===== src/rtl/ec_conv_enc_param.sv =====
// rtl/ec_conv_enc_param.sv - word-level rate-1/2 convolutional encoder with MSB-first symbol packing
// Optional rate-2/3 puncturing is built in when EC_CONV_PUNCT_EN is defined.
module ec_conv_enc_param #(
  parameter int             DATA_W    = 32,
  parameter int             OUT_W     = 32,
  parameter int             K         = 3,
  parameter logic [K-1:0]   G0        = 3'b111,
  parameter logic [K-1:0]   G1        = 3'b101,
  parameter bit             TERMINATE = 1'b1
) (
  input  logic              CLK,
  input  logic              RST,
  input  logic              valid_i,
  input  logic [DATA_W-1:0] data_i,
  input  logic              punct_i,
  output logic              ack_i,
  output logic              valid_o,
  output logic [OUT_W-1:0]  data_o,
  output logic              busy_o
);
  localparam int BW = $clog2(DATA_W + K);
  localparam int CW = $clog2(OUT_W + 1);
  localparam logic [BW-1:0] LAST_DATA = BW'(DATA_W - 1);
  localparam logic [BW-1:0] LAST_TAIL = BW'(K - 2);
  localparam logic [CW:0]   OUT_FULL  = (CW+1)'(OUT_W);

  typedef enum logic [1:0] {IDLE, DATA, TAIL, PAD} state_t;

  state_t            state;
  logic [DATA_W-1:0] word;
  logic [BW-1:0]     bit_cnt;
  logic [K-2:0]      sr;
  logic [OUT_W-1:0]  pack;
  logic [CW-1:0]     pack_cnt;

  logic              b, c0, c1, drop;
  logic [K-1:0]      taps;
  logic [OUT_W+1:0]  merged;
  logic [CW:0]       fill;

  assign ack_i  = valid_i & (state == IDLE);
  assign busy_o = (state != IDLE);
  assign b      = (state == DATA) ? word[DATA_W-1] : 1'b0;
  assign taps   = {b, sr};
  assign c0     = ^(G0 & taps);
  assign c1     = ^(G1 & taps);

`ifdef EC_CONV_PUNCT_EN
  logic punct;
  logic odd_bit;
  assign drop = punct & odd_bit;
`else
  logic unused_punct;
  assign unused_punct = punct_i;
  assign drop         = 1'b0;
`endif

  // Two spare low bits catch the overflow symbol when only one slot is free.
  assign merged = {pack, 2'b00}
                | ({{OUT_W{1'b0}}, c0, c1 & ~drop} << (OUT_W - int'(pack_cnt)));
  assign fill   = {1'b0, pack_cnt} + (drop ? (CW+1)'(1) : (CW+1)'(2));

  always_ff @(posedge CLK or negedge RST) begin
    if (!RST) begin
      state    <= IDLE;
      word     <= '0;
      bit_cnt  <= '0;
      sr       <= '0;
      pack     <= '0;
      pack_cnt <= '0;
      valid_o  <= 1'b0;
      data_o   <= '0;
`ifdef EC_CONV_PUNCT_EN
      punct    <= 1'b0;
      odd_bit  <= 1'b0;
`endif
    end else begin
      valid_o <= 1'b0;
      case (state)
        IDLE: begin
          if (valid_i) begin
            word    <= data_i;
            bit_cnt <= '0;
            state   <= DATA;
`ifdef EC_CONV_PUNCT_EN
            punct   <= punct_i;
            odd_bit <= 1'b0;
`endif
          end
        end
        DATA, TAIL: begin
          word <= {word[DATA_W-2:0], 1'b0};
          sr   <= taps[K-1:1];
`ifdef EC_CONV_PUNCT_EN
          odd_bit <= ~odd_bit;
`endif
          if (fill >= OUT_FULL) begin
            valid_o  <= 1'b1;
            data_o   <= merged[OUT_W+1:2];
            pack     <= {merged[1:0], {(OUT_W-2){1'b0}}};
            pack_cnt <= CW'(fill - OUT_FULL);
          end else begin
            pack     <= merged[OUT_W+1:2];
            pack_cnt <= fill[CW-1:0];
          end
          if (state == DATA) begin
            if (bit_cnt == LAST_DATA) begin
              bit_cnt <= '0;
              state   <= TERMINATE ? TAIL : PAD;
            end else begin
              bit_cnt <= bit_cnt + BW'(1);
            end
          end else if (bit_cnt == LAST_TAIL) begin
            state <= PAD;
          end else begin
            bit_cnt <= bit_cnt + BW'(1);
          end
        end
        PAD: begin
          if (pack_cnt != '0) begin
            valid_o <= 1'b1;
            data_o  <= pack;
          end
          pack     <= '0;
          pack_cnt <= '0;
          state    <= IDLE;
        end
        default: state <= IDLE;
      endcase
    end
  end
endmodule

===== config.mk =====
export PLATFORM = sky130hd
export DESIGN_NAME = ec_conv_enc_param
export DESIGN_NICKNAME = d
export VERILOG_FILES = /design/src/rtl/ec_conv_enc_param.sv
export SDC_FILE = /design/constraint.sdc
export NUM_CORES = 1
export LEC_CHECK = 0
export BUFFER_PORTS_ARGS = -buffer_cell sky130_fd_sc_hd__buf_4
export CAP_MARGIN = 20
export CORE_MARGIN = 2
export CORE_UTILIZATION = 40
export CTS_CLUSTER_SIZE = 12
export DETAILED_ROUTE_END_ITERATION = 7
export HOLD_SLACK_MARGIN = 0.02
export SYNTH_ARGS = -nofsm -noshare
export SYNTH_HDL_FRONTEND = slang
export SYNTH_SLANG_ARGS = --single-unit

===== constraint.sdc =====
create_clock -name CLK -period 2.1 [get_ports CLK]
set_input_delay 0.21 -clock CLK [delete_from_list [all_inputs] [get_ports CLK]]
set_output_delay 0.21 -clock CLK [all_outputs]
set_load 0.05 [all_outputs]

# Word-level counts from Yosys, hierarchy flattened
# Index checks and enable logic that the tools add are counted.
# op_classes
addsub,4
magnitude_cmp,1
n_eq_ne,11
shifts,1
mux,23
bitwise,2
reduce_logical,12
# op_table
op,n
$pmux 32 s2,3
$mux 32,4
$or 34x34->34,1
$shl 2x32->34,1
$mux 6,5
$pmux 6 s2,2
$ne 3x3->1 const B,3
$reduce_and 3->1,3
$mux 2,4
$add 6x2->7 const B,1
$ge 7x6->1 const B,1
$sub 6x6->7 const A,1
$add 6x1->6 const B,1
$eq 6x1->1 const B,1
$eq 6x5->1 const B,1
$ne 2x2->1 const B,3
$pmux 2 s3,1
$reduce_bool 2->1,3
$reduce_bool 6->1,1
$reduce_xor 3->1,2
$sub 6x6->6 const B,1
$eq 2x2->1 const B,2
$mux 1,3
$eq 2x1->1 const B,1
5 further kinds,5
# totals
regBits,113
in_bits,36
output_inout_bits,35
wordCells,62

# Longest topological paths before layout
# depth
word_depth,7
ltp_mapped,9
mapped_depth_nobuf,6

# Least setup slack after synthesis
# No wires, ideal clock.
# synth_path
kind,register -> register
from,register pack_cnt[1]
to,register pack[31]
setup_ns,0.087
arrival_ns,2.216
required_ns,2.013
path_slack_ns,-0.203
path_stages_with_launch,10
n_path_buf,3
period_less_slack_ns,2.303
cell_sequence,dfrtp_1 > buf_4 > clkbuf_1 > inv_1 > ha_1 > or3b_2 > o31ai_4 > buf_2 > nand4_1 > o211ai_1
# synth_between
elab_chain_len,5
elab_cells_between_ends,7
cone_classes,add/sub: 2; order compare: 1; shift: 1; mux: 2; bitwise: 1
# synth_lines
element,line_no,text
start: declaration,34,logic [CW-1:0] pack_cnt;
start signal: assignment,101,pack_cnt <= CW'(fill - OUT_FULL);
start signal: assignment,104,pack_cnt <= fill[CW-1:0];
"parallel branches: the longest is 3 deep, another holds $add 6x2->7",n/a,
$mux 32 *,97,if (fill >= OUT_FULL) begin
$pmux 32 s2 *,79,case (state)
end signal: assignment,100,"pack <= {merged[1:0], {(OUT_W-2){1'b0}}};"
end signal: assignment,103,pack <= merged[OUT_W+1:2];
end: declaration,33,logic [OUT_W-1:0] pack;
# Mark *: on every way between the ends.
# A chain may end at the register's enable or synchronous reset.

# Final worst setup path
# layout_path
from,register pack_cnt[2]
to,register data_o[31]
# layout_between
elab_chain_len,5
elab_cells_between_ends,11
cone_classes,add/sub: 2; order compare: 1; eq/ne: 2; shift: 1; mux: 2; bitwise: 1; reduce/logical: 2
# layout_lines
element,line_no,text
"parallel branches: the longest is 5 deep, another holds $add 6x2->7",n/a,
end signal: assignment,99,data_o <= merged[OUT_W+1:2];
end signal: assignment,122,data_o <= pack;
end: declaration,18,"output logic [OUT_W-1:0] data_o,"
# Parallel ways; which one is timed is not known. The select of a mux whose other input is x is not followed.

==> results.md <==
Power:
- The peak supply drop is around 0.4 mV.
- The overall power after layout is about 4.0 mW.
- The power density over the cells is about 560 nW/um2.
- The static leakage power is 3.52 nW.

Detailed routing:
- In the final routed layout, each cell accounts on average for 15.4 um.
- The via density per instance is roughly 5.3.
- The total number of vias is 4224.
- The number of iterations in the first detailed-routing pass is 4.
- The number of DRC violations after detailed-routing iteration 0 is 173.
- The count of antenna-violating nets left after detailed routing is 0.
- The number of remaining DRC errors is 0.
- The total detailed-routing wirelength is 12.4 mm.

Global route:
- The number of global-route vias before repair is 4315.
- The pin count of the biggest net entering global routing is 64.
- The aggregate global-route resource usage is 18.0%.
- After global routing the overflow that remains totals 0.
- The wire length of the first global-routing pass is around 21 mm.
- The initial antenna violation count came to 0.

Status:
- The run finished with clean final reports.

Run:
- The count of max-cap constraint violations is 0.

Hold path:
- The min-delay analysis places its worst path in the category in -> reg.

STA:
- The number of failing hold endpoints at the final stage is 0.
- The minimum period implied by the final worst setup slack is slightly above 2 ns.
- The final number of max-transition violations is 0.
- The setup-violating endpoint count in the final report is 0.
- Headroom to the max-slew limit came out at 65.9%.
- The worst path meets setup with ~0.072 ns of slack.
- For the pin with the worst max-slew slack, the measured transition is 0.508 ns.
- Static timing analysis puts the maximum clock frequency at 493 MHz.
- The final clock skew is 0.00756 ns.
- The ratio of final minimum period to clock period is 96.6%.

Place:
- The port buffer count is approximately 70.
- The half-perimeter wire length after placement is 8.64 mm.
- The global placement routability congestion is 0.854.
- Prior to clock tree synthesis, the placed netlist has a worst setup slack of -0.324 ns.

Logic synthesis:
- Yosys instantiated no cell more often than sky130_fd_sc_hd__dfrtp_1.
- The number of standard cells after synthesis is 512.
- The most used flip-flop cell after synthesis is sky130_fd_sc_hd__dfrtp_1.
- Yosys attributes the largest share of cell area to sky130_fd_sc_hd__dfrtp_1 51%, sky130_fd_sc_hd__mux2i_1 7.6%, sky130_fd_sc_hd__mux2_4 6.0%.
- The count of different cell masters after synthesis is 59.
- A synthesized cell averages approximately 11 um2.
- The synthesized cell area is 5510 um2.
- Synthesis produced a netlist with a net count of 556.
- For this run, the register share of the synthesized area comes to between 50 and 60%.
- The number of flops mapped to enable cells by yosys is 0.
- The total number of yosys warnings is 0.
- Of all cell types, the one taking the most synthesized area is sky130_fd_sc_hd__dfrtp_1.
- The fraction of registers with async set/reset is 100%.
- After synthesis, the most frequently instantiated cells are 112 x sky130_fd_sc_hd__dfrtp_1, 78 x sky130_fd_sc_hd__nand2_1, 60 x sky130_fd_sc_hd__o21ai_0.
- After synthesis the netlist holds a flip-flop and latch count of 112.
- The area fraction of the dominant cell type after synthesis is 50.9%.

Die:
- The die is 121 um wide.
- The number of cell rows is between 40 and 50.
- The die is 121 um tall.
- The floorplan step defined a die boundary enclosing 14700 um2.
- The initial utilization of the core area, before any placement, comes to 41.3%.
- The number of primary I/O pins is slightly above 70.
- The area inside the core boundary is 13300 um2.

Clocking:
- Clock-pin slew was measured on the worst setup and hold paths at 0.08 ns.
- In this run the deepest clock path goes through 2 buffers.
- The clock reaches the later pin of the worst-skew pair after 0.35 ns.
- The number of buffers created by CTS is 9.
- The tree is rooted in a sky130_fd_sc_hd__clkbuf_16.
- TritonCTS built the clock tree.
- In this run the number of H-tree levels came out at 3.
- The tree built by TritonCTS fans out to approximately 110 sinks.

Setup path:
- The peak fanout along the critical path is 10.
- The worst setup path is launched from a flip-flop.
- The critical path arrival is 2.27 ns.
- The category of the worst setup path capture point is a flip-flop.
- The critical path in this run is classified as reg -> reg.
- The required time reported for the critical path endpoint is 2.34 ns.

Cells and area:
- The area added between synthesis and finish is 28.7%.
- The net count of the finished layout is 667.
- The core utilization of the finished layout is between 50 and 60%.
- The number of antenna diodes is 0.
- Of the cells placed in the final design, the portion with a size suffix greater than 1 is 31.5%.
-- routing by layer --
metal / routed length, um / part of all wire [%] / up-vias / track usage, %
li1: - / - / 2062 / -
met4: 223 / 1.8 / 0 / 6.75
met3: 584 / 4.7 / 18 / 4.65
met1: 5540 / 45 / 2052 / 23.0
met2: 6060 / 49 / 92 / 29.2
met5: 0 / 0 / - / 0
-- flip-flops by register name, summed over array words and instances, names as in the netlist --
signal	count
state	2
data_o	32
valid_o	1
sr	2
word	32
pack_cnt	5
bit_cnt	6
pack	32
-- worst paths after layout --
path,from,to,slack (ns),depth (start not counted)
worst max-delay path,pack_cnt[2],data_o[31],0.07,7
worst min-delay path,data_i[24],word[24],0.14,3
worst max register to register,pack_cnt[2],data_o[31],0.07,7
worst min register to register,word[24],word[24],0.48,2
max in group asynchronous,RST,pack[22],1.01,3
min in group asynchronous,RST,data_o[1],0.34,2
-- layout make-up --
type,instances,area (um2)
multi-input combinational,348,2600
sequential,112,2800
timing repair buffer,131,1080
inverter,21,78.8
clock buffer,9,225
fill,1215,6260
tap,176,220
clock inverter,7,76.3
-- cells in the final DEF (no fill, tap or decap), types with 4 or more instances in the layout --
cell / instances
sky130_fd_sc_hd__buf_6: 6
sky130_fd_sc_hd__a41oi_1: 5
sky130_fd_sc_hd__mux2i_1: 40
sky130_fd_sc_hd__clkbuf_16: 9
sky130_fd_sc_hd__mux2_4: 22
sky130_fd_sc_hd__or4_1: 4
sky130_fd_sc_hd__nand2_1: 78
sky130_fd_sc_hd__nand2b_1: 5
sky130_fd_sc_hd__a31oi_1: 8
sky130_fd_sc_hd__ha_1: 6
sky130_fd_sc_hd__o21ai_0: 58
sky130_fd_sc_hd__a41o_1: 9
sky130_fd_sc_hd__buf_4: 118
sky130_fd_sc_hd__dfrtp_1: 112
sky130_fd_sc_hd__nand3_1: 11
sky130_fd_sc_hd__nor3_1: 6
sky130_fd_sc_hd__buf_12: 6
sky130_fd_sc_hd__nor2_1: 18
sky130_fd_sc_hd__inv_1: 19
-- logic make-up (layout without fill, tap and decap cells) --
group                      count (synthesis)  in the layout  synth area share (%)
muxes                                     67             67                  14.2
DFF                                      112            112                  50.9
adders and majority gates                  8              8                  1.82
xor gates and xnor gates                   3              3                 0.727
AOI/OAI and AO/OA                        121            122                  15.2
buffers and inverters                     53            168                  4.41
and+or+nand+nor                          148            148                  12.7
-- power breakdown --
part | leakage, nW | internal (mW) | switching (mW)
clock network | 0.147 | 0.843 | 0.857
registers | 1.54 | 2.15 | 0
logic | 1.83 | 0.0487 | 0.0537
-- worst max-delay path: stages (launching register included) --
cell and delay [ns]:
sky130_fd_sc_hd__dfrtp_1 0.40, sky130_fd_sc_hd__buf_6 0.12, sky130_fd_sc_hd__buf_4 0.15, sky130_fd_sc_hd__or4_4 0.45, sky130_fd_sc_hd__o22ai_4 0.23, sky130_fd_sc_hd__a21oi_4 0.11
sky130_fd_sc_hd__buf_12 0.17, sky130_fd_sc_hd__mux2_4 0.29
-- through the flow --
stage	cell area, um2	TNS, ns	instances	hold slack, ns
global placement	6520	-4.98	775	0.200
finish	7090	0	804	0.139
detailed placement	6520	-6.54	775	0.203
floorplan	5520	0	512	-0.0856
global route	7090	-0.000357	804	0.141
CTS	6940	-0.0239	795	0.134
-- timing repair --
action                                  CTS  global route
setup buffers                             2             9
pin swaps                                 1             3
hold buffers                              1             0
endpoints found under the hold margin    31             0
gates resized for setup                  11            15
gates cloned                              1             0
endpoints found under the setup margin   40            87
No activity file was read; power rests on OpenSTA's default activity.
